[src/rtl/hc138_arb_pkg.sv]
// Shared types and constants for the HC138 chip-select arbiter.
// The decoder enable triple is ordered {g1, g2a_n, g2b_n}.
package hc138_arb_pkg;

    typedef enum logic [1:0] {
        ST_IDLE    = 2'd0,
        ST_SETUP   = 2'd1,
        ST_ACTIVE  = 2'd2,
        ST_RECOVER = 2'd3
    } state_t;

    localparam logic [2:0] DEC_OFF = 3'b011;
    localparam logic [2:0] DEC_ON  = 3'b100;

    function automatic int max3(input int x, input int y, input int z);
        int m;
        m = (x > y) ? x : y;
        return (m > z) ? m : z;
    endfunction

endpackage

[src/rtl/hc138_cs_arbiter_rr_pick8.sv]
// Rotate-priority encoder: returns the first set request at or after ptr,
// wrapping modulo 8.
module rr_pick8 (
    input  logic [7:0] req,
    input  logic [2:0] ptr,
    output logic       valid,
    output logic [2:0] idx
);

    logic [2:0] cand;

    // Walk from the farthest offset down so the nearest hit is assigned last.
    always_comb begin
        valid = 1'b0;
        idx   = ptr;
        cand  = ptr;
        for (int i = 7; i >= 0; i--) begin
            cand = ptr + 3'(i);
            if (req[cand]) begin
                valid = 1'b1;
                idx   = cand;
            end
        end
    end

endmodule

[src/rtl/hc138_cs_arbiter.sv]
// Round-robin chip-select scheduler driving one 74HC138 decoder with
// address setup, bounded hold and recovery; all outputs registered.
//
//  state   | meaning
//  --------+--------------------------------------------------------------
//  IDLE    | decoder off, waiting for any request
//  SETUP   | address and grant valid, decoder still off
//  ACTIVE  | decoder enabled, selected output low
//  RECOVER | decoder off, address held, grant dropped
module hc138_cs_arbiter
    import hc138_arb_pkg::*;
#(
    parameter int SETUP_CYCLES   = 1,
    parameter int MAX_HOLD       = 16,
    parameter int RECOVER_CYCLES = 1
) (
    input  logic       clk,
    input  logic       rst_n,
    input  logic [7:0] req,
    output logic [7:0] grant,
    output logic [2:0] a,
    output logic       g1,
    output logic       g2a_n,
    output logic       g2b_n,
    output logic       busy
);

    localparam int CNT_W = $clog2(max3(SETUP_CYCLES, MAX_HOLD, RECOVER_CYCLES) + 1);
    localparam logic [CNT_W-1:0] SETUP_LAST = CNT_W'(SETUP_CYCLES - 1);
    localparam logic [CNT_W-1:0] HOLD_LAST  = CNT_W'(MAX_HOLD - 1);
    localparam logic [CNT_W-1:0] REC_LAST   = CNT_W'(RECOVER_CYCLES - 1);

    state_t           state_q, state_d;
    logic [CNT_W-1:0] cnt_q, cnt_d;
    logic [2:0]       rr_ptr_q, rr_ptr_d;
    logic [2:0]       a_q, a_d;
    logic [7:0]       grant_q, grant_d;
    logic [2:0]       dec_q, dec_d;
    logic             busy_q, busy_d;
    logic             pick_valid;
    logic [2:0]       pick_idx;

    rr_pick8 u_pick (
        .req  (req),
        .ptr  (rr_ptr_q),
        .valid(pick_valid),
        .idx  (pick_idx)
    );

    // a_q doubles as the current winner: it is loaded at arbitration and held until IDLE.
    always_comb begin
        state_d  = state_q;
        cnt_d    = cnt_q;
        rr_ptr_d = rr_ptr_q;
        a_d      = a_q;
        grant_d  = grant_q;
        case (state_q)
            ST_IDLE: begin
                if (pick_valid) begin
                    state_d = ST_SETUP;
                    a_d     = pick_idx;
                    grant_d = 8'd1 << pick_idx;
                    cnt_d   = '0;
                end
            end
            ST_SETUP: begin
                if (!req[a_q]) begin
                    state_d  = ST_RECOVER;
                    grant_d  = '0;
                    rr_ptr_d = a_q + 3'd1;
                    cnt_d    = '0;
                end else if (cnt_q == SETUP_LAST) begin
                    state_d = ST_ACTIVE;
                    cnt_d   = '0;
                end else begin
                    cnt_d = cnt_q + CNT_W'(1);
                end
            end
            ST_ACTIVE: begin
                if (!req[a_q] || cnt_q == HOLD_LAST) begin
                    state_d  = ST_RECOVER;
                    grant_d  = '0;
                    rr_ptr_d = a_q + 3'd1;
                    cnt_d    = '0;
                end else begin
                    cnt_d = cnt_q + CNT_W'(1);
                end
            end
            ST_RECOVER: begin
                if (cnt_q == REC_LAST) begin
                    state_d = ST_IDLE;
                    cnt_d   = '0;
                end else begin
                    cnt_d = cnt_q + CNT_W'(1);
                end
            end
            default: state_d = ST_IDLE;
        endcase
        dec_d  = (state_d == ST_ACTIVE) ? DEC_ON : DEC_OFF;
        busy_d = (state_d != ST_IDLE);
    end

    always_ff @(posedge clk or negedge rst_n) begin
        if (!rst_n) begin
            state_q  <= ST_IDLE;
            cnt_q    <= '0;
            rr_ptr_q <= '0;
            a_q      <= '0;
            grant_q  <= '0;
            dec_q    <= DEC_OFF;
            busy_q   <= 1'b0;
        end else begin
            state_q  <= state_d;
            cnt_q    <= cnt_d;
            rr_ptr_q <= rr_ptr_d;
            a_q      <= a_d;
            grant_q  <= grant_d;
            dec_q    <= dec_d;
            busy_q   <= busy_d;
        end
    end

    assign grant = grant_q;
    assign a     = a_q;
    assign busy  = busy_q;
    assign {g1, g2a_n, g2b_n} = dec_q;

endmodule

[config.mk]
export PLATFORM = sky130hd
export DESIGN_NAME = hc138_cs_arbiter
export DESIGN_NICKNAME = d
export VERILOG_FILES = /design/src/rtl/hc138_arb_pkg.sv /design/src/rtl/hc138_cs_arbiter_rr_pick8.sv /design/src/rtl/hc138_cs_arbiter.sv
export SDC_FILE = /design/constraint.sdc
export NUM_CORES = 1
export LEC_CHECK = 0
export ABC_AREA = 1
export CAP_MARGIN = 10
export CORE_MARGIN = 4
export CORE_UTILIZATION = 50
export DETAILED_ROUTE_END_ITERATION = 10
export PLACE_DENSITY = 0.79
export REMOVE_ABC_BUFFERS = 1
export SYNTH_ARGS = -nofsm -noshare
export SYNTH_HDL_FRONTEND = slang
export SYNTH_SLANG_ARGS = --single-unit
[constraint.sdc]
create_clock -name clk -period 4.1 [get_ports clk]
set_input_delay 0.41 -clock clk [delete_from_list [all_inputs] [get_ports clk]]
set_output_delay 0.41 -clock clk [all_outputs]
set_load 0.01 [all_outputs]
Word level (Yosys, flattened, before mapping):

Index checks and enable logic that the tools add are counted.

* flip-flop bits (word level): 25
* input bits: 10
* output and inout bits: 15
* logic and storage cells: 97

* add/subtract/negate cells: 9
* order comparisons: 9
* eq/ne operators: 8
* shift operators: 1
* multiplexer cells: 53
* reduce and logical (&&, ||, !) cells: 10

Operators with widths (number)
* $lt 3x4->1 const B: 9
* $mux 3: 11
* $bmux 1 s3: 9
* $mux 8: 3
* $pmux 8 s3: 1
* $mux 5: 4
* $pmux 5 s4: 1
* $mux 1: 17
* $add 3x3->3 const B: 4
* $mux 2: 5
* $pmux 2 s4: 1
* $shl 1x3->8 const A: 1
* $add 3x1->3 const B: 2
* $add 3x2->3 const B: 2
* $eq 2x2->1 const B: 3
* $ne 2x2->1 const B: 3
* $pmux 3 s2: 1
* $add 5x1->5 const B: 1
* $eq 5x4->1 const B: 1
* $logic_not 5->1: 1
* $reduce_and 4->1: 1
* $reduce_bool 2->1: 2
* $reduce_and 3->1: 1
* $reduce_bool 3->1: 1
* other kinds (5): 5

Logic depth before layout (Yosys ltp):

Gate-level depths: netlist of run 1.

* word-level depth: 15
* gate-level depth with buffers: 22

Hierarchy:

From an unflattened synthesis of run 1, not the netlist that was laid out.

* cell total of the unflattened synthesis: 320
* area total of the unflattened synthesis: 2168.3 µm²

By module, submodules not included
* hc138_cs_arbiter: instances 1, cells each 194, area each 1481.4 µm²
* rr_pick8: instances 1, cells each 126, area each 686.9 µm²

Worst setup path before layout of run 1:

OpenSTA, ideal clock, no wires.

* path kind: register to register
* start: register rr_ptr_q[1]
* end: register grant_q[2] (netlist: grant[2])
* setup time: 0.118 ns
* arrival: 2.128 ns
* setup slack: 1.854 ns
* stages on the path, launching flop included: 19
* buffers on the path: 1
* period minus slack after synthesis: 2.246 ns
* cells stage by stage: dfrtp_1 -> inv_2 -> buf_6 -> ha_1 -> inv_2 -> nand3_1 -> nand3_2 -> nand2_2 -> inv_1 -> nand2_1 -> nand3_1 -> nand2_1 -> nand2_1 -> nand2_1 -> nand3_1 -> nand2_4 -> inv_1 -> nand3_1 -> nand2_1

* word-level cells in the longest chain between the ends: 14
* elaborated cells between the ends (all ways): 44
* those cells by class: add/sub: 7; eq/ne: 1; shift: 1; mux: 34; reduce/logical: 1

Ends and longest elaborated chain
* start: declaration: RTL line hc138_cs_arbiter.sv:35 `logic [2:0] rr_ptr_q, rr_ptr_d;`
* start signal: assignment: RTL line hc138_cs_arbiter.sv:115 `rr_ptr_q <= rr_ptr_d;`
* $add 3x3->3: RTL line hc138_cs_arbiter_rr_pick8.sv:18 `cand = ptr + 3'(i);`
* $bmux 1 s3: RTL line hc138_cs_arbiter_rr_pick8.sv:19 `if (req[cand]) begin`
* $mux 1 (not written as such): RTL line hc138_cs_arbiter_rr_pick8.sv:19
* $mux 3 (8 in series): RTL line hc138_cs_arbiter_rr_pick8.sv:19
* $shl 1x3->8: RTL line hc138_cs_arbiter.sv:62 `grant_d = 8'd1 << pick_idx;`
* $mux 8: RTL line hc138_cs_arbiter.sv:59 `if (pick_valid) begin`
* $pmux 8 s3: RTL line hc138_cs_arbiter.sv:57 `case (state_q)`
* end signal: assignment: RTL line hc138_cs_arbiter.sv:117 `grant_q <= grant_d;`
* end: declaration: RTL line hc138_cs_arbiter.sv:37 `logic [7:0] grant_q, grant_d;`

Several ways; a longest one is shown, not always the timed one. The select of a mux whose other input is x is not followed.
A chain may end at the register's enable or synchronous reset.

Final worst setup path of run 1:

* start: register rr_ptr_q[0]
* end: register grant_q[5] (netlist: grant[5])

The elaborated chain is that of the path after synthesis.

==> flow_metrics.env, run 1 <==
export IMPL_status="completed"
export IMPL_htree_levels=1
export IMPL_io_pins=25
export IMPL_crit_type="reg2reg"
export IMPL_r2r_worst_path_cells=14
export IMPL_hold_depth=2
export IMPL_syn_to_final_growth_pct=14.94
export IMPL_maxCapViolCount=0
export IMPL_die_area_um2=5173
export IMPL_synth_area_leaders="dfrtp_1 28%, nand2_1 14%, nand3_2 9.3%, nand3_1 7.1%, ha_1 6.1%"
export IMPL_clk_pin_slew_ns=0.08
export IMPL_final_area_um2=2349
export IMPL_die_w_um=71.93
export IMPL_drt_iter0_drc=125
export IMPL_postCtsHoldBufs=0
export IMPL_final_antenna_net_count=0
export IMPL_yosys_area_top_type="dfrtp_1"
export IMPL_yosysTopAreaCellShare=0.2817
export IMPL_worst_ep_arrival_time_ns=2.85
export IMPL_antenna_cells=0
export IMPL_slew_headroom=0.2982
export IMPL_fmax_ghz=0.3726
export IMPL_cts_buffers=3
export IMPL_grt_max_degree=25
export IMPL_top_layer_used="met4"
export IMPL_core_area_um2=3799
export IMPL_seq_area_um2=601.8
export IMPL_final_nets=330
export IMPL_hold_path_class="reg2reg"
export IMPL_dp_hpwl_um=3769
export IMPL_hold_ws_ns=0.4849
export IMPL_die_y_um=71.93
export IMPL_synth_distinct_cells=32
export IMPL_first_pass_iters=4
export IMPL_first_global_vias=1820
export IMPL_syn_cell_area_um2=2043
export IMPL_post_route_util=0.6182
export IMPL_wl_met3_um=170
export IMPL_clock_sinks=24
export IMPL_avgViaCountPerCell=5.286
export IMPL_wl_per_cell_um=13.09
export IMPL_final_max_slew_viol_count=0
export IMPL_startpoint_type="flop"
export IMPL_seq_area_frac_synth=0.2945
export IMPL_period_share=0.6545
export IMPL_syn_inst=285
export IMPL_core_rowCount=22
export IMPL_drive_gt1_frac=0.2039
export IMPL_cts_setup_buffers=0
export IMPL_finClkSkew_ns=0.0009482
export IMPL_insertion_delay_ns=0.27
export IMPL_place_congestion=0.9647
export IMPL_vias=1887
export IMPL_antenna_found_initial=0
export IMPL_wirelength_um=4672
export IMPL_cts_resized=0
export IMPL_cts_path_max_buffers=2
export IMPL_setup_tns_final_ns=0
export IMPL_drc=0
export IMPL_grt_overflow=0
export IMPL_setup_viol=0
export IMPL_critPathRequiredTime_ns=4.26
export IMPL_wl_met1_um=2072
export IMPL_fin_crit_ns=2.684
export IMPL_synth_seq_cells=24
export IMPL_fill_cells=340
export IMPL_endpoint_kind="flop"
export IMPL_cts_tree="yes"
export IMPL_finalHoldViolations=0
export IMPL_rsz0062_at_grt="false"
export IMPL_placed_area_um2=2293
export IMPL_worstPathMaxFanout=11
export IMPL_ys_warn_count=0
export IMPL_start_util=0.5379
export IMPL_multiInputGateArea_um2=1224
export IMPL_dr_wl_met2_um=2328
export IMPL_synth_avg_cell_area_um2=7.169
export IMPL_track_usage=0.1954
export IMPL_clock_root_buffer="clkbuf_8"
export IMPL_worst_pin_slew_ns=1.049
export IMPL_grt_pass1_wl_um=8224
export IMPL_portBuffers=24
==> cells by family (layout without fill, tap and decap cells) <==
| family | Yosys count | after routing | synth area share |
|---|---|---|---|
| and+or+nand+nor | 168 | 168 | 0.4385 |
| adders and majority gates | 10 | 10 | 0.06124 |
| AOI/OAI and AO/OA | 32 | 32 | 0.08635 |
| xor gates and xnor gates | 3 | 3 | 0.01286 |
| DFF | 24 | 24 | 0.2946 |
| buffers and inverters | 48 | 72 | 0.1066 |
==> registers in the layout, summed over array words and instances (netlist names) <==
signal,flops
grant,8
cnt_q,5
a,3
rr_ptr_q,3
dec_q,2
state_q,2
busy,1
==> synth_stat cells (all sizes together) <==
cell / count
nand2: 97
nand3: 48
inv: 42
dfrtp: 23
nor2: 17
o21ai: 15
a21oi: 11
ha: 10
buf: 4
o22ai: 4
nand4: 3
clkinv: 2
xor2: 2
a31oi: 1
and3: 1
dfstp: 1
nand3b: 1
nor3: 1
o211ai: 1
xnor2: 1
==> final timing paths <==
path / startpoint / end / slack [ns]
worst max register to register: rr_ptr_q[0] / grant[5] / 1.42
worst max-delay path: rr_ptr_q[0] / grant[5] / 1.42
min in group asynchronous: rst_n / grant[7] / 0.71
worst min register to register: grant[7] / grant[7] / 0.48
max in group asynchronous: rst_n / cnt_q[3] / 2.76
worst min-delay path: grant[7] / grant[7] / 0.48
==> metrics by stage <==
stage / worst slack (ns) / std cells
after global placement: 1.482 / 353
after CTS: 1.442 / 357
after detailed placement: 1.473 / 353
final: 1.416 / 357
after global routing: 1.144 / 357
after floorplan: 1.837 / 281
==> routing by layer <==
metal,vias up,track usage
met5,-,0
met4,0,0.07724
met3,11,0.01662
met2,47,0.3296
met1,869,0.2591
li1,960,-
==> worst max-delay path, cell delays in order (launching register included) <==
cell	delay (ns)
dfrtp_1	0.62
inv_4	0.17
ha_1	0.45
inv_2	0.17
nand3_1	0.13
nand3_1	0.14
nand2_1	0.12
inv_2	0.08
nand4_2	0.12
nor2_4	0.16
nand2_4	0.11
nand3_2	0.10
nor2_2	0.06
nand3_1	0.09
nand2_1	0.06
==> layout make-up <==
| class | instances | share of cell area |
|---|---|---|
| timing repair buffer | 24 | 0.1023 |
| multi-input combinational | 213 | 0.5210 |
| inverter | 44 | 0.07139 |
| sequential | 24 | 0.2563 |
| tap | 48 | 0.02557 |
| clock buffer | 4 | 0.02344 |
==> cell usage in the layout (no fill, tap or decap), drive strengths merged <==
| master | count |
|---|---|
| a21oi | 11 |
| a31oi | 1 |
| and3 | 1 |
| clkbuf | 4 |
| clkdlybuf4s50 | 24 |
| clkinv | 2 |
| dfrtp | 23 |
| dfstp | 1 |
| ha | 10 |
| inv | 42 |
| nand2 | 97 |
| nand3 | 48 |
| nand3b | 1 |
| nand4 | 3 |
| nor2 | 17 |
| nor3 | 1 |
| o211ai | 1 |
| o21ai | 15 |
| o22ai | 4 |
| xnor2 | 1 |
| xor2 | 2 |
Power of run 1 is left out: the tool's default activity adds up to more than one toggle a clock period on the data nets, which glitch-free logic cannot reach.
==> run 2, diff against run 1 <==
Clock period 4.1 ns to 2.7 ns, I/O delays scaled along.
==> flow_metrics.env, run 2 (same netlist as run 1, synthesis figures left out) <==
export IMPL_status="completed"
export IMPL_wl_per_cell_um=13.17
export IMPL_dp_hpwl_um=3787
export IMPL_avgViaCountPerCell=5.313
export IMPL_final_max_slew_viol_count=0
export IMPL_worst_pin_slew_ns=0.3422
export IMPL_crit_path_top_delay_cell="dfrtp_1"
export IMPL_drc=0
export IMPL_ff2ff_setup_slack_ns=0.24
export IMPL_cpPeakStageDelay_ns=0.54
export IMPL_htree_levels=1
export IMPL_r2r_worst_path_cells=14
export IMPL_clock_sinks=24
export IMPL_drive_gt1_frac=0.2141
export IMPL_fill_cells=334
export IMPL_die_y_um=71.93
export IMPL_cts_tree="yes"
export IMPL_slew_headroom=0.7694
export IMPL_largest_register_ffs=8
export IMPL_io_pins=25
export IMPL_hold_ws_ns=0.3480
export IMPL_worst_ep_arrival_time_ns=2.68
export IMPL_pre_cts_slack_ns=0.2814
export IMPL_clk_pin_slew_ns=0.09
export IMPL_antenna_cells=0
export IMPL_crit_type="reg2reg"
export IMPL_cts_buffers=3
export IMPL_clock_root_buffer="clkbuf_8"
export IMPL_core_area_um2=3799
export IMPL_critPathRequiredTime_ns=2.91
export IMPL_place_congestion=0.9509
export IMPL_start_util=0.5379
export IMPL_core_rowCount=22
export IMPL_first_pass_iters=4
export IMPL_finClkSkew_ns=0.005953
export IMPL_cts_setup_buffers=0
export IMPL_insertion_delay_ns=0.27
export IMPL_fin_crit_ns=2.463
export IMPL_postCtsHoldBufs=0
export IMPL_multiInputGateArea_um2=1224
export IMPL_wirelength_um=4754
export IMPL_setup_viol=0
export IMPL_grt_pass1_wl_um=8231
export IMPL_fmax_ghz=0.4060
export IMPL_period_share=0.9122
export IMPL_die_area_um2=5173
export IMPL_setup_ws_ns=0.2370
export IMPL_startpoint_type="flop"
export IMPL_worstPathMaxFanout=8
export IMPL_drt_iter0_drc=107
export IMPL_grt_max_degree=25
export IMPL_first_global_vias=1862
export IMPL_crit_family="simple AND/OR/NAND/NOR gates"
export IMPL_portBuffers=24
export IMPL_final_cell_mix="77 x nand2_1, 30 x inv_1, 29 x nand3_1"
export IMPL_die_w_um=71.93
export IMPL_finalHoldViolations=0
export IMPL_final_nets=334
export IMPL_path_cells="inv_2 -> ha_1 -> inv_2 -> nand3_1 -> nand3_1 -> nand2_1 -> inv_2 -> nand4_2 -> nor2_4 -> nand2_4 -> nand3_2 -> a21oi_2 -> nand3_1 -> nand2_1"
export IMPL_vias=1918
export IMPL_timing_rr_end="grant[1]"
export IMPL_cts_resized=0
export IMPL_track_usage=0.1942
export IMPL_setup_tns_final_ns=0
export IMPL_cts_path_max_buffers=2
export IMPL_grt_overflow=0
export IMPL_endpoint_kind="flop"
export IMPL_final_antenna_net_count=0
export IMPL_critPathBufInv=3
export IMPL_final_common_cell="nand2_1"
export IMPL_hold_path_class="in2async"
export IMPL_seq_area_um2=601.8
export IMPL_maxCapViolCount=0
export IMPL_syn_to_final_growth_pct=17.21
export IMPL_timing_rr_start="rr_ptr_q[1]"
export IMPL_rsz0062_at_grt="false"
export IMPL_antenna_found_initial=0
==> run 2: routing by layer <==
layer	up-vias	global-route usage	routed length, um
li1	977	-	-
met5	-	0	0
met1	878	0.2433	2084
met3	16	0.01801	129
met2	47	0.3500	2408
met4	0	0.06263	131
==> run 2: how the worst max path moves through the flow <==
stage,startpoint,to,slack (ns),depth (start not counted)
2_1_floorplan,rr_ptr_q[0],grant[2],0.44,14
3_3_place_gp,rr_ptr_q[1],grant[1],0.30,14
3_5_place_dp,rr_ptr_q[1],grant[5],0.28,14
4_1_cts,rr_ptr_q[1],grant[5],0.26,14
5_1_grt,rr_ptr_q[1],grant[7],0.01,14
6_report,rr_ptr_q[1],grant[1],0.24,14
==> run 2: final cells by class <==
type | instances | share of cell area
clock buffer | 3 | 0.01724
clock inverter | 1 | 0.01254
inverter | 44 | 0.07001
multi-input combinational | 213 | 0.5110
sequential | 24 | 0.2513
tap | 48 | 0.02508
timing repair buffer | 28 | 0.1129
==> run 2: through the flow <==
step             util  instances  instance area (um2)
3_3_place_gp   0.6117        357                 2323
4_1_cts        0.6304        361                 2395
3_5_place_dp   0.6117        357                 2323
2_1_floorplan       -        281                 1993
6_report       0.6304        361                 2395
5_1_grt        0.6304        361                 2395
==> run 2: worst reg2reg max path: cells and delay by family, from the launching register on <==
family	cells	cell delay [ns]
and+or+nand+nor	9	0.98
DFF	1	0.54
adders and majority gates	1	0.44
buffers and inverters	3	0.27
AOI/OAI and AO/OA	1	0.21
Power of run 2 is left out for the same reason.
